==> config.mk <==
export PLATFORM = sky130hd
export DESIGN_NAME = seq_alu
export DESIGN_NICKNAME = d
export VERILOG_FILES = /design/src/rtl/seq_alu.sv
export SDC_FILE = /design/constraint.sdc
export NUM_CORES = 1
export LEC_CHECK = 0
export ABC_AREA = 1
export CAP_MARGIN = 20
export CELL_PAD_IN_SITES_DETAIL_PLACEMENT = 2
export CELL_PAD_IN_SITES_GLOBAL_PLACEMENT = 2
export CORE_MARGIN = 1.5
export CORE_UTILIZATION = 30
export DETAILED_ROUTE_END_ITERATION = 12
export PLACE_DENSITY_LB_ADDON = 0.1
export SLEW_MARGIN = 30
export SYNTH_ARGS = -nofsm -noshare
export SYNTH_HDL_FRONTEND = slang
export SYNTH_SLANG_ARGS = --single-unit
==> constraint.sdc <==
create_clock -name clk -period 2.85 [get_ports clk]
set_input_delay 0.285 -clock clk [delete_from_list [all_inputs] [get_ports clk]]
set_output_delay 0.285 -clock clk [all_outputs]
set_load 0.01 [all_outputs]
==> src/rtl/seq_alu.sv <==
// Registered ALU for the multicycle CPU datapath with a Start/Done handshake.
// Latency: single-cycle ops Done one edge after accept; mul Done WIDTH+1 edges after accept.
// Backpressure: Start is ignored while Busy=1; Start in the Done cycle is accepted.
// Build option: define SEQ_ALU_MUL_EN for the iterative shift-add multiplier on op 111;
// without it, op 111 takes the single-cycle path and returns 0.
module seq_alu #(
    parameter int WIDTH = 8,
    parameter int SHW   = 3
) (
    input  logic             clk,
    input  logic             Clear,
    input  logic             Start,
    input  logic [2:0]       ALUOp,
    input  logic [WIDTH-1:0] Data1,
    input  logic [WIDTH-1:0] Data2,
    output logic             Busy,
    output logic             Done,
    output logic [WIDTH-1:0] ALU_Result,
    output logic             Zero,
    output logic             Carry,
    output logic             Overflow
);

    typedef enum logic [1:0] {
        S_IDLE = 2'd0,
        S_EXEC = 2'd1,
        S_MUL  = 2'd2,
        S_FIN  = 2'd3
    } state_t;

    localparam logic [2:0] OP_ZERO = 3'b000;
    localparam logic [2:0] OP_ADD  = 3'b001;
    localparam logic [2:0] OP_SUB  = 3'b010;
    localparam logic [2:0] OP_AND  = 3'b011;
    localparam logic [2:0] OP_OR   = 3'b100;
    localparam logic [2:0] OP_XOR  = 3'b101;
    localparam logic [2:0] OP_SHL  = 3'b110;
    localparam logic [2:0] OP_MUL  = 3'b111;

    state_t           state_q, state_d;
    logic [2:0]       op_q;
    logic [WIDTH-1:0] a_q, b_q;
    logic [WIDTH-1:0] res_q;
    logic             zero_q, carry_q, ovf_q, done_q;
    logic             accept;

    // single-cycle datapath results, computed from the latched operands
    logic [WIDTH-1:0] sc_res;
    logic             sc_carry, sc_ovf;
    logic [WIDTH:0]   sum_w;
    logic [WIDTH-1:0] diff_w;

`ifdef SEQ_ALU_MUL_EN
    localparam int CW = $clog2(WIDTH);
    localparam logic [CW-1:0] LAST_ITER = CW'(WIDTH - 1);

    logic [2*WIDTH-1:0] acc_q, mcand_q;
    logic [WIDTH-1:0]   mplier_q;
    logic [CW-1:0]      cnt_q;
`endif

    assign accept     = (state_q == S_IDLE) && Start;
    assign Busy       = (state_q != S_IDLE);
    assign Done       = done_q;
    assign ALU_Result = res_q;
    assign Zero       = zero_q;
    assign Carry      = carry_q;
    assign Overflow   = ovf_q;

    // FSM state register; Clear always returns to IDLE, aborting any op
    always_ff @(posedge clk) begin
        if (Clear) state_q <= S_IDLE;
        else       state_q <= state_d;
    end

    // FSM next-state: EXEC for single-cycle ops, MUL for WIDTH iterations then FIN
    always_comb begin
        state_d = state_q;
        case (state_q)
            S_IDLE: begin
                if (Start) begin
`ifdef SEQ_ALU_MUL_EN
                    state_d = (ALUOp == OP_MUL) ? S_MUL : S_EXEC;
`else
                    state_d = S_EXEC;
`endif
                end
            end
            S_EXEC: state_d = S_IDLE;
            S_MUL: begin
`ifdef SEQ_ALU_MUL_EN
                if (cnt_q == LAST_ITER) state_d = S_FIN;
`else
                state_d = S_IDLE;
`endif
            end
            S_FIN:   state_d = S_IDLE;
            default: state_d = S_IDLE;
        endcase
    end

    // Operand capture on the accepting edge; later input changes are ignored
    always_ff @(posedge clk) begin
        if (Clear) begin
            op_q <= '0;
            a_q  <= '0;
            b_q  <= '0;
        end else if (accept) begin
            op_q <= ALUOp;
            a_q  <= Data1;
            b_q  <= Data2;
        end
    end

    // Single-cycle op results and flags from the latched operands
    always_comb begin
        sc_res   = '0;
        sc_carry = 1'b0;
        sc_ovf   = 1'b0;
        sum_w    = {1'b0, a_q} + {1'b0, b_q};
        diff_w   = a_q - b_q;
        case (op_q)
            OP_ZERO: sc_res = '0;
            OP_ADD: begin
                sc_res   = sum_w[WIDTH-1:0];
                sc_carry = sum_w[WIDTH];
                sc_ovf   = (a_q[WIDTH-1] == b_q[WIDTH-1]) && (sum_w[WIDTH-1] != a_q[WIDTH-1]);
            end
            OP_SUB: begin
                sc_res   = diff_w;
                sc_carry = (a_q < b_q);
                sc_ovf   = (a_q[WIDTH-1] != b_q[WIDTH-1]) && (diff_w[WIDTH-1] != a_q[WIDTH-1]);
            end
            OP_AND: sc_res = a_q & b_q;
            OP_OR:  sc_res = a_q | b_q;
            OP_XOR: sc_res = a_q ^ b_q;
            OP_SHL: begin
                // amounts that reach WIDTH shift everything out
                if (32'(b_q[SHW-1:0]) >= 32'(WIDTH)) sc_res = '0;
                else                                 sc_res = a_q << b_q[SHW-1:0];
            end
            default: sc_res = '0;   // op 111 without the multiplier
        endcase
    end

`ifdef SEQ_ALU_MUL_EN
    // Shift-add multiplier: one multiplier bit consumed per cycle in MUL
    always_ff @(posedge clk) begin
        if (Clear) begin
            acc_q    <= '0;
            mcand_q  <= '0;
            mplier_q <= '0;
            cnt_q    <= '0;
        end else if (accept) begin
            acc_q    <= '0;
            mcand_q  <= {{WIDTH{1'b0}}, Data1};
            mplier_q <= Data2;
            cnt_q    <= '0;
        end else if (state_q == S_MUL) begin
            if (mplier_q[0]) acc_q <= acc_q + mcand_q;
            mcand_q  <= mcand_q << 1;
            mplier_q <= mplier_q >> 1;
            cnt_q    <= cnt_q + CW'(1);
        end
    end
`endif

    // Result/flag registers: written only when an op completes, Done pulses once
    always_ff @(posedge clk) begin
        if (Clear) begin
            res_q   <= '0;
            zero_q  <= 1'b0;
            carry_q <= 1'b0;
            ovf_q   <= 1'b0;
            done_q  <= 1'b0;
        end else begin
            done_q <= 1'b0;
            if (state_q == S_EXEC) begin
                res_q   <= sc_res;
                zero_q  <= (sc_res == '0);
                carry_q <= sc_carry;
                ovf_q   <= sc_ovf;
                done_q  <= 1'b1;
            end
`ifdef SEQ_ALU_MUL_EN
            if (state_q == S_FIN) begin
                res_q   <= acc_q[WIDTH-1:0];
                zero_q  <= (acc_q[WIDTH-1:0] == '0);
                carry_q <= 1'b0;
                ovf_q   <= |acc_q[2*WIDTH-1:WIDTH];
                done_q  <= 1'b1;
            end
`endif
        end
    end

endmodule

---- After elaboration in Yosys (flattened, before gate mapping) ----
Index checks and enable logic that the tools add are counted.
word-level totals
  logic and storage cells ................. 43
  output and inout bits ................... 13
  input bits .............................. 22
  flip-flop bits (word level) ............. 33
operators by class
  order comparisons ....................... 1
  $add $sub $neg .......................... 2
  reduce and logical (&&, ||, !) cells .... 7
  eq/ne operators ......................... 14
  bitwise operators ....................... 3
  shifts and indexed selects .............. 1
  multiplexer cells ....................... 6
operators by type and width
  kind                                                             number
  8-bit case mux with 6 select lines                               1
  8-bit by 8-bit adder with 9-bit output                           1
  3-bit == test, second input constant                             3
  8-bit bitwise AND                                                1
  8-bit logical NOT                                                1
  8-bit < comparator                                               1
  8-bit OR                                                         1
  8-bit by 3-bit << shifter with 8-bit output                      1
  8-bit subtractor                                                 1
  8-bit XOR                                                        1
  3-bit by 2-bit == test with 1-bit output, second input constant  2
  2-bit == test, second input constant                             2
  1-bit case mux with 2 select lines                               2
  2-bit case mux with 2 select lines                               1
  3-bit by 1-bit == test with 1-bit output, second input constant  1
  1-bit logical AND                                                3
  1-bit inequality test                                            3
  3-bit OR reduction                                               1
  2-bit by 1-bit == test with 1-bit output, second input constant  1
  2-bit logical NOT                                                1
  2-bit 2-to-1 mux                                                 1
  2-bit inequality test, second input constant                     1
  2-bit nonzero test                                               1
  1-bit == test                                                    1
  1-bit 2-to-1 mux                                                 1

---- Longest topological paths before layout ----
  depth in word-level cells ............... 4
  depth in mapped cells ................... 16
  depth with buffers taken out ............ 15

---- Worst setup path after synthesis ----
OpenSTA, ideal clock, no wires.
  kind .................................... reg2reg
  from .................................... reg b_q[1]
  to ...................................... reg res_q[7] (netlist: ALU_Result[7])
  data arrival time ....................... 1.948 ns
  data required time ...................... 2.734 ns
  cell stages (with the launch flop) ...... 17
  period minus slack after synthesis ...... 2.065 ns
  library setup time ...................... 0.116 ns
  buffers on the path ..................... 1
  slack ................................... 0.785 ns
  cells stage by stage .................... dfxtp_1 -> buf_4 -> clkinv_1 -> ha_1 -> nand2_1 -> inv_1 -> nand2_1 -> nand2_1 -> nand2_1 -> nand2_1 -> nand2_1 -> nand3_1 -> nand2_1 -> nor2_2 -> nand2_1 -> o211ai_1 -> inv_1
on the way
  cells in the longest elaborated chain, start to end .. 2
  elaborated cells between the ends (all ways) .. 4
  those cells by class .................... add/sub: 2; shift: 1; mux: 1
RTL lines
  what                                      RTL line  text
  start: declaration                        42        logic [WIDTH-1:0] a_q, b_q;
  start signal: assignment                  111       b_q <= Data2;
  8-bit subtractor (tied with other cells)  121       diff_w = a_q - b_q;
  8-bit case mux with 6 select lines *      122       case (op_q)
  end signal: assignment                    179       res_q <= sc_res;
  end: declaration                          43        logic [WIDTH-1:0] res_q;
Mark *: on every way between the ends. The rest lies on a longest branch, timed or not.
A chain may end at the register's enable or synchronous reset.

---- Worst setup path in the final report ----
  from .................................... reg b_q[1]
  to ...................................... reg zero_q (netlist: Zero)
on the way
  cells in the longest elaborated chain, start to end .. 3
  elaborated cells between the ends (all ways) .. 8
  those cells by class .................... add/sub: 2; shift: 1; mux: 1; bitwise: 3; reduce/logical: 1
RTL lines
  what                                      RTL line  text
  8-bit subtractor (tied with other cells)  121
  8-bit case mux with 6 select lines *      122
  8-bit logical NOT *                       180       zero_q <= (sc_res == '0);
  end signal: assignment                    180
  end: declaration                          44        logic zero_q, carry_q, ovf_q, done_q;
Marks and branches as above.

==> flow_summary.json <==
{
  "status": "finished clean",
  "max-cap-violations": 0,
  "mapped_area_mm2": 0.002743,
  "max_slew_margin_pct": 51.86,
  "die_area_mm2": 0.009725,
  "dr.max_layer_used": "met4",
  "port_buffers": 34,
  "netlist_instances": 422,
  "critPathCaptureType": "register",
  "m1WireLength_um": 4822,
  "timing_worst_slew_pin_value_ps": 721.1,
  "ios": 35,
  "nNetsFinal": 502,
  "cts_num_sinks": 32,
  "fin_ws_ps": 408.6,
  "cts_root_buffer": "clkbuf_8",
  "area_delta_synth_final_pct": 17.79,
  "post_cts.resized_instances": 0,
  "finalMaxSlewViolations": 0,
  "route.met3.wl_um": 204,
  "main_combinational_cell_family_by_area_after_synthesis": "simple AND/OR/NAND/NOR gates",
  "drc": 0,
  "antennaDiodeCount": 0,
  "power_per_cell_area_mw_per_mm2": 432.8,
  "number_of_antenna_violations_at_the_first_check_in_global_routing": 0,
  "dr.pass1.iters": 6,
  "ys_ff_latch": 32,
  "layout.filler_cells": 1098,
  "cts_max_path_bufs": 2,
  "worst_ir_drop_vdd_mv": 0.2160,
  "postCtsSetupRepairBufs": 0,
  "worstPathRequired_ps": 3080,
  "fin_util_pct": 36.69,
  "gpl.final_weighted_congestion": 0.8657,
  "dpl_worst_slack_ps": 436.7,
  "detailed_place_hpwl_um": 8277,
  "cts.clk_slew.worst_paths_ps": 80,
  "grt_max_degree": 40,
  "detail_route.vias_per_cell": 5.093,
  "min-delay-path-class": "register to register",
  "grt-ovfl-total": 0,
  "fin_skew_ps": 7.224,
  "global_route.usage.total_pct": 22.31,
  "ctsHoldBuffers": 0,
  "synth.distinct_cells": 36,
  "yosys-mux-area-fraction_pct": 0,
  "share_of_synthesized_area_occupied_by_flip_flops_and_latches_pct": 23.36,
  "die_w_um": 98.62,
  "count_of_synthesis_stage_warnings_from_yosys": 0,
  "via_count": 2857,
  "synth.net_count": 472,
  "synthesized_area_fraction_occupied_by_and_or_nand_nor_cells_pct": 36.45,
  "setup_repair_after_global_routing_missed_its_margin": "no",
  "floorplan.initialDensity_pct": 31.15,
  "core_mm2": 0.008806,
  "tritoncts.num_buffers": 5,
  "grt_pass1_wl_um": 16710,
  "final_min_period_over_clock_period_pct": 85.66,
  "synth_adder_area_share_pct": 13.32,
  "fin_setup_tns_ps": 0,
  "path_max_fanout": 11,
  "cts_tree": "yes",
  "cts.htree.levels": 2,
  "cellLeakagePower_nw": 1.509,
  "clock.fmax_mhz": 409.6,
  "wl_met2_um": 5020,
  "final_antenna_net_count": 0,
  "initialDrtViolationCount": 68,
  "critical_path_arrival_ps": 2670,
  "core.rowCount": 34,
  "post-route-min-period_ps": 2441,
  "final-hold-violation-count": 0,
  "timing.final.setup_violations": 0,
  "syn-mean-instance-area_um2": 6.499,
  "startpoint_type": "register",
  "die_y_um": 98.62,
  "synth-compound-area-share_pct": 13.64,
  "number_of_global_route_vias_before_repair": 3049,
  "post_route_cells_drive_above_1_share_pct": 8.830,
  "wl_um": 10110,
  "detail_route.wl_per_cell_um": 18.02,
  "clk_latency_ps": 290,
  "synth_xor_xnor_area_share_pct": 0.6387,
  "timing.setup.critical_path_class": "register to register"
}
metrics by stage:
| stage | power [W] | instance area (µm²) | hold WS (ps) | instances |
|---|---|---|---|---|
| CTS | 0.001423 | 3231 | 500.0 | 561 |
| global placement | 0.001024 | 3143 | 463.5 | 553 |
| detailed placement | 0.001040 | 3143 | 476.9 | 553 |
| global route | 0.001511 | 3231 | 527.0 | 561 |
| finish | 0.001398 | 3231 | 485.7 | 561 |
| floorplan | 0.0008667 | 2743 | 347.4 | 422 |
cell families (layout without fill, tap and decap cells):
kind of cell	after synthesis	count (layout)
xor gates and xnor gates	2	2
buffers and inverters	76	107
adders and majority gates	28	28
and+or+nand+nor	214	214
AOI/OAI and AO/OA	70	70
DFF	32	32
synth_stat cells, drive strengths merged:
master | n | area share (%)
dfxtp | 32 | 23
o211ai | 1 | 0.27
a21oi | 30 | 5.9
nand2 | 91 | 13
nor2 | 55 | 8.7
inv | 59 | 8.3
buf | 11 | 3.4
clkinv | 1 | 0.14
nand4 | 11 | 2.5
nand3b | 2 | 0.55
o21bai | 1 | 0.27
xor2 | 1 | 0.32
fa | 2 | 1.5
nor3 | 1 | 0.36
xnor2 | 1 | 0.32
a31oi | 1 | 0.23
o21ai | 36 | 6.7
clkbuf | 5 | 0.68
or2 | 2 | 0.55
ha | 26 | 12
a21o | 1 | 0.27
nand3 | 52 | 11
path summary, 6_finish.rpt:
kind	from	to	slack, ps	depth (start not counted)
setup / recovery	b_q[1]	Zero	410	14
hold / removal	ALU_Result[7]	ALU_Result[7]	490	2
setup reg to reg	b_q[1]	Zero	410	14
hold reg to reg	ALU_Result[7]	ALU_Result[7]	490	2
registers in the layout, summed over array words and instances (netlist names):
register    count
ALU_Result      8
Carry           1
Done            1
Overflow        1
Zero            1
a_q             8
b_q             8
op_q            3
state_q         1
metal layers:
| metal | track usage, % | vias up |
|---|---|---|
| met2 | 39.48 | 32 |
| li1 | - | 1418 |
| met1 | 29.83 | 1403 |
| met3 | 2.553 | 4 |
| met4 | 3.297 | 0 |
| met5 | 0 | - |
placed cells by master, fill, tap and decap left out, types with 3 or more instances in the layout:
| cell | synthesis | routed |
|---|---|---|
| nand4_1 | 11 | 11 |
| buf_4 | 3 | 5 |
| inv_1 | 51 | 51 |
| a21oi_1 | 27 | 27 |
| nor2_2 | 4 | 4 |
| a21oi_2 | 3 | 3 |
| o21ai_0 | 34 | 34 |
| inv_2 | 6 | 6 |
| dfxtp_1 | 32 | 32 |
| clkbuf_8 | 0 | 5 |
| clkdlybuf4s50_1 | 0 | 34 |
| nor2_4 | 3 | 3 |
| ha_1 | 26 | 26 |
| nand2_1 | 89 | 89 |
| nor2_1 | 48 | 48 |
| nand3_1 | 48 | 48 |
critical path, cell delays in order (launching register included):
cell and delay, ps:
dfxtp_1 650, clkinv_1 190, ha_1 370, nand2_1 70
inv_1 100, nand2_1 90, nand2_1 100, nand2_1 60
nand3_1 90, nand2_1 80, nor2_1 200, nand2_1 100
nor2_2 100, nand3_2 70, a21oi_2 100
layout make-up:
type / count / area, µm² / share of cell area (%)
multi-input cells: 314 / 1757 / 54.38
flip-flops and latches: 32 / 640.6 / 19.83
repair buffers: 39 / 377.9 / 11.70
inverters: 60 / 232.7 / 7.204
well taps: 108 / 135.1 / 4.183
clock buffers: 5 / 68.82 / 2.130
clock inverters: 3 / 18.77 / 0.5809
report_power, final:
part / internal, W / switching [W] / total, W / leakage, nW
logic: 0.000185 / 0.000313 / 0.000499 / 1.20
registers: 0.000480 / 0.0000488 / 0.000529 / 0.264
clock network: 0.000171 / 0.000200 / 0.000370 / 0.0479
Note: power is estimated with default switching activity, not from simulation.
